`src/rtl/d_module_led_status_ctrl_if.sv`:
```
// Keypad/password event pulses in, LED driver indicator and lockout status out.
interface d_module_led_status_ctrl_if;
  logic       key_press;
  logic       pass_ok;
  logic       pass_fail;
  logic [2:0] led_rgb;
  logic       rgb_toggle;
  logic       locked_out;
  logic [2:0] fail_cnt;

  // Event source (keypad / password checker side)
  modport master (
    output key_press,
    output pass_ok,
    output pass_fail,
    input  led_rgb,
    input  rgb_toggle,
    input  locked_out,
    input  fail_cnt
  );

  // Status controller side
  modport slave (
    input  key_press,
    input  pass_ok,
    input  pass_fail,
    output led_rgb,
    output rgb_toggle,
    output locked_out,
    output fail_cnt
  );
endinterface

```
`src/rtl/d_module_led_status_ctrl.sv`:
```
// Lock-status indicator: turns keypad/password events into timed LED phases
// and tracks consecutive wrong passwords, raising lockout at MAX_FAIL.
module d_module_led_status_ctrl #(
  parameter logic [27:0] TICK_DIV    = 28'd50000000,
  parameter logic [7:0]  ENTRY_TICKS = 8'd10,
  parameter logic [7:0]  OPEN_TICKS  = 8'd5,
  parameter logic [7:0]  ERR_TICKS   = 8'd3,
  parameter logic [7:0]  LOCK_TICKS  = 8'd30,
  parameter logic [2:0]  MAX_FAIL    = 3'd3
) (
  input  logic                        clk_in,
  input  logic                        idle,
  d_module_led_status_ctrl_if.slave   bus
);

  localparam int unsigned PRESC_W = 28;
  localparam int unsigned TICK_W  = 8;
  localparam int unsigned FAIL_W  = 3;
  localparam int unsigned LED_W   = 3;

  localparam logic [LED_W-1:0] LED_RED    = 3'b001;
  localparam logic [LED_W-1:0] LED_GREEN  = 3'b010;
  localparam logic [LED_W-1:0] LED_YELLOW = 3'b011;
  localparam logic [LED_W-1:0] LED_BLUE   = 3'b100;

  localparam logic [FAIL_W-1:0] FAIL_SAT = 3'd7;

  typedef enum logic [2:0] {
    ST_IDLE    = 3'd0,
    ST_ENTRY   = 3'd1,
    ST_OPEN    = 3'd2,
    ST_ERROR   = 3'd3,
    ST_LOCKOUT = 3'd4
  } state_e;

  state_e              state_q, state_d;
  logic [PRESC_W-1:0]  presc_q, presc_d;
  logic [TICK_W-1:0]   tick_q,  tick_d;
  logic [FAIL_W-1:0]   fail_q,  fail_d;
  logic [LED_W-1:0]    led_q,   led_d;
  logic                tog_q,   tog_d;
  logic                lock_q,  lock_d;

  logic                tick_c;
  logic                expired_c;
  logic                reload_c;
  logic [TICK_W-1:0]   limit_c;
  logic [FAIL_W-1:0]   fail_inc_c;

  // Duration of the current timed state, in ticks
  always_comb begin
    limit_c = 8'd1;
    case (state_q)
      ST_ENTRY:   limit_c = ENTRY_TICKS;
      ST_OPEN:    limit_c = OPEN_TICKS;
      ST_ERROR:   limit_c = ERR_TICKS;
      ST_LOCKOUT: limit_c = LOCK_TICKS;
      default:    limit_c = 8'd1;
    endcase
  end

  // Next state, failure counter and timebase
  always_comb begin
    state_d    = state_q;
    fail_d     = fail_q;
    presc_d    = presc_q;
    tick_d     = tick_q;
    reload_c   = 1'b0;
    tick_c     = (presc_q == (TICK_DIV - 28'd1));
    expired_c  = tick_c && (tick_q == (limit_c - 8'd1));
    fail_inc_c = (fail_q == FAIL_SAT) ? FAIL_SAT : FAIL_W'(fail_q + 3'd1);

    if (tick_c) begin
      presc_d = '0;
      tick_d  = TICK_W'(tick_q + 8'd1);
    end else begin
      presc_d = PRESC_W'(presc_q + 28'd1);
    end

    case (state_q)
      ST_IDLE, ST_ENTRY: begin
        if (bus.pass_fail) begin
          fail_d  = fail_inc_c;
          state_d = (fail_inc_c == MAX_FAIL) ? ST_LOCKOUT : ST_ERROR;
        end else if (bus.pass_ok) begin
          fail_d  = '0;
          state_d = ST_OPEN;
        end else if (bus.key_press) begin
          state_d  = ST_ENTRY;
          reload_c = (state_q == ST_ENTRY);
        end else if (state_q == ST_ENTRY && expired_c) begin
          state_d = ST_IDLE;
        end
      end
      ST_OPEN, ST_ERROR: begin
        if (expired_c) state_d = ST_IDLE;
      end
      ST_LOCKOUT: begin
        if (expired_c) begin
          state_d = ST_IDLE;
          fail_d  = '0;
        end
      end
      default: state_d = ST_IDLE;
    endcase

    // Every phase starts its timing from zero
    if (state_d != state_q || reload_c) begin
      presc_d = '0;
      tick_d  = '0;
    end
  end

  // Moore output decode, registered alongside the state
  always_comb begin
    led_d  = LED_BLUE;
    tog_d  = 1'b0;
    lock_d = 1'b0;
    case (state_d)
      ST_IDLE:    led_d = LED_BLUE;
      ST_ENTRY:   led_d = LED_YELLOW;
      ST_OPEN:    led_d = LED_GREEN;
      ST_ERROR: begin
        led_d = LED_RED;
        tog_d = 1'b1;
      end
      ST_LOCKOUT: begin
        led_d  = LED_RED;
        tog_d  = 1'b1;
        lock_d = 1'b1;
      end
      default:    led_d = LED_BLUE;
    endcase
  end

  // State and output registers with synchronous reset
  always_ff @(posedge clk_in) begin
    if (idle) begin
      state_q <= ST_IDLE;
      presc_q <= '0;
      tick_q  <= '0;
      fail_q  <= '0;
      led_q   <= LED_BLUE;
      tog_q   <= 1'b0;
      lock_q  <= 1'b0;
    end else begin
      state_q <= state_d;
      presc_q <= presc_d;
      tick_q  <= tick_d;
      fail_q  <= fail_d;
      led_q   <= led_d;
      tog_q   <= tog_d;
      lock_q  <= lock_d;
    end
  end

  assign bus.led_rgb    = led_q;
  assign bus.rgb_toggle = tog_q;
  assign bus.locked_out = lock_q;
  assign bus.fail_cnt   = fail_q;

endmodule

```
`src/flat_wrapper.sv`:
```
// flat-port wrapper written by rule: the top's interface ports become plain ports
module d_module_led_status_ctrl_flat 
#(
  parameter logic [27:0] TICK_DIV    = 28'd50000000,
  parameter logic [7:0]  ENTRY_TICKS = 8'd10,
  parameter logic [7:0]  OPEN_TICKS  = 8'd5,
  parameter logic [7:0]  ERR_TICKS   = 8'd3,
  parameter logic [7:0]  LOCK_TICKS  = 8'd30,
  parameter logic [2:0]  MAX_FAIL    = 3'd3
)
  (clk_in, idle, bus_key_press, bus_pass_ok, bus_pass_fail, bus_led_rgb, bus_rgb_toggle, bus_locked_out, bus_fail_cnt);
  d_module_led_status_ctrl_if bus_i ();
  input  logic clk_in;
  input  logic idle;
  input wire logic [$bits(bus_i.key_press)-1:0] bus_key_press;
  input wire logic [$bits(bus_i.pass_ok)-1:0] bus_pass_ok;
  input wire logic [$bits(bus_i.pass_fail)-1:0] bus_pass_fail;
  output wire logic [$bits(bus_i.led_rgb)-1:0] bus_led_rgb;
  output wire logic [$bits(bus_i.rgb_toggle)-1:0] bus_rgb_toggle;
  output wire logic [$bits(bus_i.locked_out)-1:0] bus_locked_out;
  output wire logic [$bits(bus_i.fail_cnt)-1:0] bus_fail_cnt;
  assign bus_i.key_press = bus_key_press;
  assign bus_i.pass_ok = bus_pass_ok;
  assign bus_i.pass_fail = bus_pass_fail;
  assign bus_led_rgb = bus_i.led_rgb;
  assign bus_rgb_toggle = bus_i.rgb_toggle;
  assign bus_locked_out = bus_i.locked_out;
  assign bus_fail_cnt = bus_i.fail_cnt;
  d_module_led_status_ctrl #(.TICK_DIV(TICK_DIV), .ENTRY_TICKS(ENTRY_TICKS), .OPEN_TICKS(OPEN_TICKS), .ERR_TICKS(ERR_TICKS), .LOCK_TICKS(LOCK_TICKS), .MAX_FAIL(MAX_FAIL)) u_core (.clk_in(clk_in), .idle(idle), .bus(bus_i));
endmodule
```
`config.mk`:
```
export PLATFORM = sky130hd
export DESIGN_NAME = d_module_led_status_ctrl_flat
export DESIGN_NICKNAME = d
export VERILOG_FILES = /design/src/rtl/d_module_led_status_ctrl_if.sv /design/src/rtl/d_module_led_status_ctrl.sv /design/src/flat_wrapper.sv
export SDC_FILE = /design/constraint.sdc
export NUM_CORES = 1
export LEC_CHECK = 0
export CAP_MARGIN = 0
export CORE_ASPECT_RATIO = 0.8
export CORE_MARGIN = 3
export CORE_UTILIZATION = 53
export CTS_CLUSTER_SIZE = 8
export DETAILED_ROUTE_END_ITERATION = 7
export GPL_TIMING_DRIVEN = 0
export PLACE_DENSITY = 0.79
export SLEW_MARGIN = 10
export SYNTH_ARGS = -nofsm -noshare
export SYNTH_HDL_FRONTEND = slang
export SYNTH_SLANG_ARGS = --single-unit
```
`constraint.sdc`:
```
create_clock -name clk_in -period 2.65 [get_ports clk_in]
set_input_delay 0.53 -clock clk_in [delete_from_list [all_inputs] [get_ports clk_in]]
set_output_delay 0.53 -clock clk_in [all_outputs]
set_load 0.03 [all_outputs]
```
==> Yosys cells after proc, flatten, opt, wreduce, memory -nomap -nowiden <==
Cells that the tools add are included.
{ "totals": {"regBits": 47, "inputBits": 5, "output_inout_bits": 8, "elab_cells": 57} }
{ "op_classes": {"n_addsub": 4, "eq_ne": 15, "mux": 20, "reduce_logical": 11} }
{ "op_table": {"columns": ["op", "count"], "rows": [
  ["$mux W3", 10],
  ["$add A28 B1 Y28 const B", 1],
  ["$eq A28 B26 Y1 const B", 1],
  ["$pmux W5 S4", 1],
  ["$eq A3 B2 Y1 const B", 5],
  ["$pmux W3 S2", 2],
  ["$eq A3 B3 Y1 const B", 3],
  ["$pmux W3 S3", 1],
  ["$add A8 B1 Y8 const B", 1],
  ["$eq A8 B8 Y1", 1],
  ["$eq A3 B1 Y1 const B", 2],
  ["$mux W1", 6],
  ["$reduce_or A2 Y1", 3],
  ["$reduce_or A3 Y1", 2],
  ["$sub A5 B1 Y6 const B", 1],
  ["$add A3 B1 Y3 const B", 1],
  ["$logic_not A3 Y1", 1],
  ["$ne A3 B3 Y1", 1],
  ["$ne A3 B3 Y1 const B", 1],
  ["$reduce_and A3 Y1", 1],
  ["$logic_and A1 B1 Y1", 2],
  ["$ne A2 B1 Y1 const B", 1],
  ["$reduce_bool A2 Y1", 1],
  ["$logic_or A1 B1 Y1", 1]
]} }

==> Depth between registers and ports, before layout <==
{ "depth": {"word_depth": 14, "ltp_mapped": 11, "ltp_nobuf": 9} }

==> Worst setup path after synthesis <==
OpenSTA, ideal clock, no wires.
{ "synth_timing": {"kind": "reg2reg", "startpoint": "register u_core.state_q[2]", "endpoint": "register u_core.fail_q[1], in the netlist u_core.bus.fail_cnt[1]", "setup_ps": 121, "arrival_time_ps": 2404, "required_ps": 2529, "slack_ps": 126, "path_stages_with_launch": 11, "n_path_buf": 1, "period_less_slack_ps": 2524, "cell_sequence": "dfxtp_1 -> clkbuf_1 -> nor2b_1 -> a21oi_1 -> ha_1 -> nor2_1 -> o32ai_1 -> xnor2_1 -> nand3_1 -> o21bai_1 -> mux2_2"} }
{ "synth_between": {"elab_chain_cells": 7, "word_cells_on_any_way": 15, "classes_between": "add/sub (1); eq/ne (7); mux (2); reduce/logical (5)"} }
{ "synth_rtl": {"columns": ["element", "line", "text"], "rows": [
  ["from (decl)", "d_module_led_status_ctrl.sv:36", "state_e state_q, state_d;"],
  ["from (signal assigned)", "d_module_led_status_ctrl.sv:147", "state_q <= state_d;"],
  ["$eq A3 B3 Y1, or another cell as far along", "d_module_led_status_ctrl.sv:53, d_module_led_status_ctrl.sv:80", null],
  ["$pmux W5 S4", "d_module_led_status_ctrl.sv:53", "case (state_q)"],
  ["$sub A5 B1 Y6", "d_module_led_status_ctrl.sv:70", "expired_c = tick_c && (tick_q == (limit_c - 8'd1));"],
  ["$eq A8 B8 Y1", "d_module_led_status_ctrl.sv:70", null],
  ["$logic_and A1 B1 Y1", "d_module_led_status_ctrl.sv:70", null],
  ["$ne A2 B1 Y1 (no source line)", null, null],
  ["$reduce_and A3 Y1 (no source line)", null, null],
  ["to (signal assigned)", "d_module_led_status_ctrl.sv:150", "fail_q <= fail_d;"],
  ["to (decl)", "d_module_led_status_ctrl.sv:39", "logic [FAIL_W-1:0] fail_q, fail_d;"]
]} }
Parallel ways exist; a longest one is shown, timed or not.
A chain may end at the register's enable or synchronous reset.

==> Worst setup path in the final report <==
{ "layout_timing": {"startpoint": "register u_core.state_q[2]", "endpoint": "register u_core.led_q[1], in the netlist u_core.bus.led_rgb[1]"} }
{ "layout_between": {"elab_chain_cells": 14, "word_cells_on_any_way": 24, "classes_between": "add/sub (1); eq/ne (9); mux (8); reduce/logical (6)"} }
{ "layout_rtl": {"columns": ["element", "line", "text"], "rows": [
  ["$eq A3 B3 Y1, or another cell as far along", "d_module_led_status_ctrl.sv:53, d_module_led_status_ctrl.sv:80", null],
  ["$pmux W5 S4", "d_module_led_status_ctrl.sv:53", null],
  ["$sub A5 B1 Y6", "d_module_led_status_ctrl.sv:70", null],
  ["$eq A8 B8 Y1", "d_module_led_status_ctrl.sv:70", null],
  ["$logic_and A1 B1 Y1", "d_module_led_status_ctrl.sv:70", null],
  ["$logic_and A1 B1 Y1", "d_module_led_status_ctrl.sv:91", "end else if (state_q == ST_ENTRY && expired_c) begin"],
  ["$mux W3", "d_module_led_status_ctrl.sv:91", null],
  ["$mux W3", "d_module_led_status_ctrl.sv:88", "end else if (bus.key_press) begin"],
  ["$mux W3", "d_module_led_status_ctrl.sv:85", "end else if (bus.pass_ok) begin"],
  ["$mux W3", "d_module_led_status_ctrl.sv:82", "if (bus.pass_fail) begin"],
  ["$pmux W3 S2 (*)", "d_module_led_status_ctrl.sv:80", "case (state_q)"],
  ["$eq A3 B2 Y1 or $eq A3 B3 Y1 (tied branches)", "d_module_led_status_ctrl.sv:119", "case (state_d)"],
  ["$reduce_or A2 Y1 (no source line)", null, null],
  ["$pmux W3 S3 (*)", "d_module_led_status_ctrl.sv:119", null],
  ["to (signal assigned)", "d_module_led_status_ctrl.sv:151", "led_q <= led_d;"],
  ["to (decl)", "d_module_led_status_ctrl.sv:40", "logic [LED_W-1:0] led_q, led_d;"]
]} }
Mark *: on every way between the ends. The rest lies on a longest branch, timed or not.

==> impl_metrics.py <==
metrics = {
    "outcome": {
        "status": "finished, final reports clean",
    },
    "critical_path": {
        "crit_slowest_cell": "o41ai_4",
        "cp_slowest_stage_delay_ns": 0.52,
        "path_buf_inv": 1,
        "crit_family": "compound AO/OA/AOI/OAI gates",
        "path_cells": "clkbuf_4, nor2b_1, a21oi_1, ha_1, nor2_1, o32ai_2, xor2_1, o41ai_4, o211a_1, nor3_2",
        "startpoint_type": "register",
        "cp-end-kind": "register",
        "critical_path_required_ns": 2.83,
        "worstSetupPathType": "register to register",
        "worstPathArrival_ns": 2.71,
        "crit_fanout": 10,
    },
    "worst_hold_path": {
        "hold_path_class": "register to register",
    },
    "clocking": {
        "cts_buffers": 5,
        "clk_latency_ns": 0.29,
        "clk_path_buf_depth": 2,
        "htreeDepth": 2,
        "clock-sinks": 47,
        "cts_tree": "yes",
        "clkTransAtPathRegs_ns": 0.08,
        "cts_root_buf": "clkbuf_8",
    },
    "synth": {
        "synth_edf_count": 0,
        "ys_types": 50,
        "syn_area_per_cell_um2": 8.59,
        "synthArstFlopShare_pct": 0,
        "synth_nets": 286,
        "synth_ff_type": "dfxtp_1",
        "yosysWarnings": 0,
        "synth_area_um2": 2380,
        "ys_ff_latch": 47,
        "syn_inst": 277,
        "seq_area_frac_synth_pct": 39.6,
    },
    "placed_design": {
        "dp_hpwl_mm": 3.34,
        "place_inst": 346,
        "gp_congestion": 0.836,
        "placed_cell_area_um2": 2570,
        "port_buffers": 12,
    },
    "timing": {
        "setup_viol": 0,
        "drv_slew": 0,
        "relSlewSlack_pct": 42.8,
        "fin_crit_sh_pct": 95.6,
        "rsz0062_at_grt": "yes",
        "fin_skew_ns": 0.00924,
        "fmaxAchievable_mhz": 395,
        "period_needed_ns": 2.53,
        "hold_violations": 0,
        "hold_ws_ns": 0.484,
        "tightest_slew_ns": 0.849,
    },
    "global_route": {
        "grt_pass1_vias": 1775,
        "grt-ovfl-total": 0,
        "grt_pass1_wl_mm": 8.06,
        "grt_max_degree": 13,
        "grt_antenna_before_repair": 0,
        "grt_usage_pct": 19.4,
    },
    "power_and_ir_drop": {
        "p_total_uw": 1370,
        "ir_drop_v": 0.000287,
        "cellPowerDensity_nw_per_um2": 503,
        "power.leakage_uw": 0.000930,
    },
    "layout": {
        "syn_to_final_growth_pct": 14.4,
        "diodes": 0,
        "fin_cells": 353,
        "fin_area_um2": 2720,
        "drive_gt1_share_pct": 12.5,
        "nets": 306,
    },
    "routing": {
        "via_count": 1960,
        "first_iter_violations": 123,
        "first_pass_iters": 4,
        "wl_mm": 4.71,
        "wire_per_inst_um": 13.3,
        "drc": 0,
        "viasPerCell": 5.55,
        "antenna_left": 0,
    },
    "die": {
        "die_y_um": 65.9,
        "rows": 21,
        "dieArea_um2": 5330,
        "dieWidth_um": 80.9,
        "fp.coreArea_um2": 4260,
        "pin_count": 13,
        "initial_core_util_pct": 55.9,
    },
    "job": {
        "max_cap_viol_count": 0,
    },
}
==> power by group <==
part	switching, µW	total [µW]	leakage (µW)	internal, µW
logic	143	242	0.000511	98.9
registers	9.56	733	0.000381	723
clock network	217	393	0.0000371	176
==> sequential cells by signal, indices dropped and copies added (netlist names) <==
signal	count
u_core.tick_q	8
u_core.bus.led_rgb	3
u_core.bus.fail_cnt	3
u_core.state_q	3
u_core.bus.locked_out	1
u_core.presc_q	28
u_core.bus.rgb_toggle	1
==> layer usage <==
| layer | global-route usage, % | routed length [µm] |
|---|---|---|
| met5 | 0 | 0 |
| met4 | 5.91 | 50 |
| met3 | 4.36 | 198 |
| met1 | 28.4 | 2480 |
| met2 | 28.1 | 1980 |
==> worst paths after layout <==
path                     startpoint                    end  slack (ns)  depth (start not counted)
setup / recovery  u_core.state_q[2]  u_core.bus.led_rgb[1]        0.12                         10
hold / removal    u_core.presc_q[0]      u_core.presc_q[0]        0.48                          1
setup reg to reg  u_core.state_q[2]  u_core.bus.led_rgb[1]        0.12                         10
hold reg to reg   u_core.presc_q[0]      u_core.presc_q[0]        0.48                          1
==> repair_timing <==
item                       CTS  global route
buffers inserted             1             0
resized for setup           10             6
setup endpoints to repair   24            28
hold buffers                 0             0
pin swaps                    2             0
==> synth_stat cells, drive strengths merged (2+ instances only) <==
cell     n  area [µm²]
a21oi    7        35.0
and3     7        48.8
and4     2        17.5
and4bb   2        25.0
buf      5        27.5
clkbuf   4        16.3
dfxtp   47         941
ha       4        50.1
inv      7        26.3
nand2   19        71.3
nand3   13        77.6
nand4   13        81.3
nor2    55         206
nor2b    4        25.0
nor3     7        40.0
nor4     4        25.0
nor4b    4        35.0
o21a     3        22.5
o21ai    8        43.8
o32ai    2        17.5
xnor2   15         131
xor2    24         210
==> area by class of cell <==
class                      count  area [µm²]
fill                         382        1540
multi-input combinational    214        1430
sequential                    47         942
timing repair buffer          13         128
clock buffer                   6        72.6
tap                           57        71.3
buffer                         9        53.8
inverter                       7        26.3
==> worst register-to-register path, stage by stage, from the launching register on <==
cell,delay (ns)
dfxtp_2,0.41
clkbuf_4,0.22
nor2b_1,0.07
a21oi_1,0.14
ha_1,0.23
nor2_1,0.08
o32ai_2,0.32
xor2_1,0.16
o41ai_4,0.52
o211a_1,0.24
nor3_2,0.04
==> stage by stage <==
stage / setup TNS (ns) / utilization, % / setup slack (ns)
after floorplan: 0 / - / 0.126
after global placement: -5.87 / 60.4 / -0.292
after detailed placement: -7.09 / 60.4 / -0.349
after CTS: 0 / 63.1 / 0.00894
after global routing: -0.0181 / 63.9 / -0.0178
final: 0 / 63.9 / 0.117
==> cells by family (layout without fill, tap and decap cells) <==
| family | Yosys count | in the layout | share of synthesized area (%) |
|---|---|---|---|
| flops | 47 | 47 | 39.6 |
| fa+ha+maj | 4 | 4 | 2.10 |
| buf+inv | 16 | 35 | 2.95 |
| compound gates | 31 | 31 | 9.89 |
| mux | 2 | 2 | 0.894 |
| xor+xnor | 39 | 39 | 14.4 |
| simple gates | 138 | 138 | 30.2 |
==> layout by cell type (no fill, tap or decap), types with 2 or more instances in the layout <==
cell / netlist / final
nand4_1: 13 / 13
nand2_1: 19 / 18
nor3_2: 1 / 2
buf_4: 1 / 3
nor4_2: 0 / 2
clkbuf_1: 3 / 2
and3_1: 6 / 6
buf_2: 4 / 3
inv_1: 7 / 7
nor4_1: 4 / 2
clkdlybuf4s50_1: 0 / 12
and4bb_2: 2 / 2
o21a_1: 3 / 3
xnor2_1: 15 / 13
nor2_1: 55 / 55
and4_1: 2 / 2
xor2_1: 24 / 24
a21oi_1: 7 / 7
clkbuf_8: 0 / 5
o21ai_0: 6 / 6
xnor2_2: 0 / 2
ha_1: 4 / 4
nor4b_1: 4 / 4
dfxtp_1: 47 / 46
nor3_1: 6 / 5
nor2b_1: 4 / 4
nand3_1: 12 / 11
clkbuf_4: 0 / 2
(Power assumes the default switching activity.)
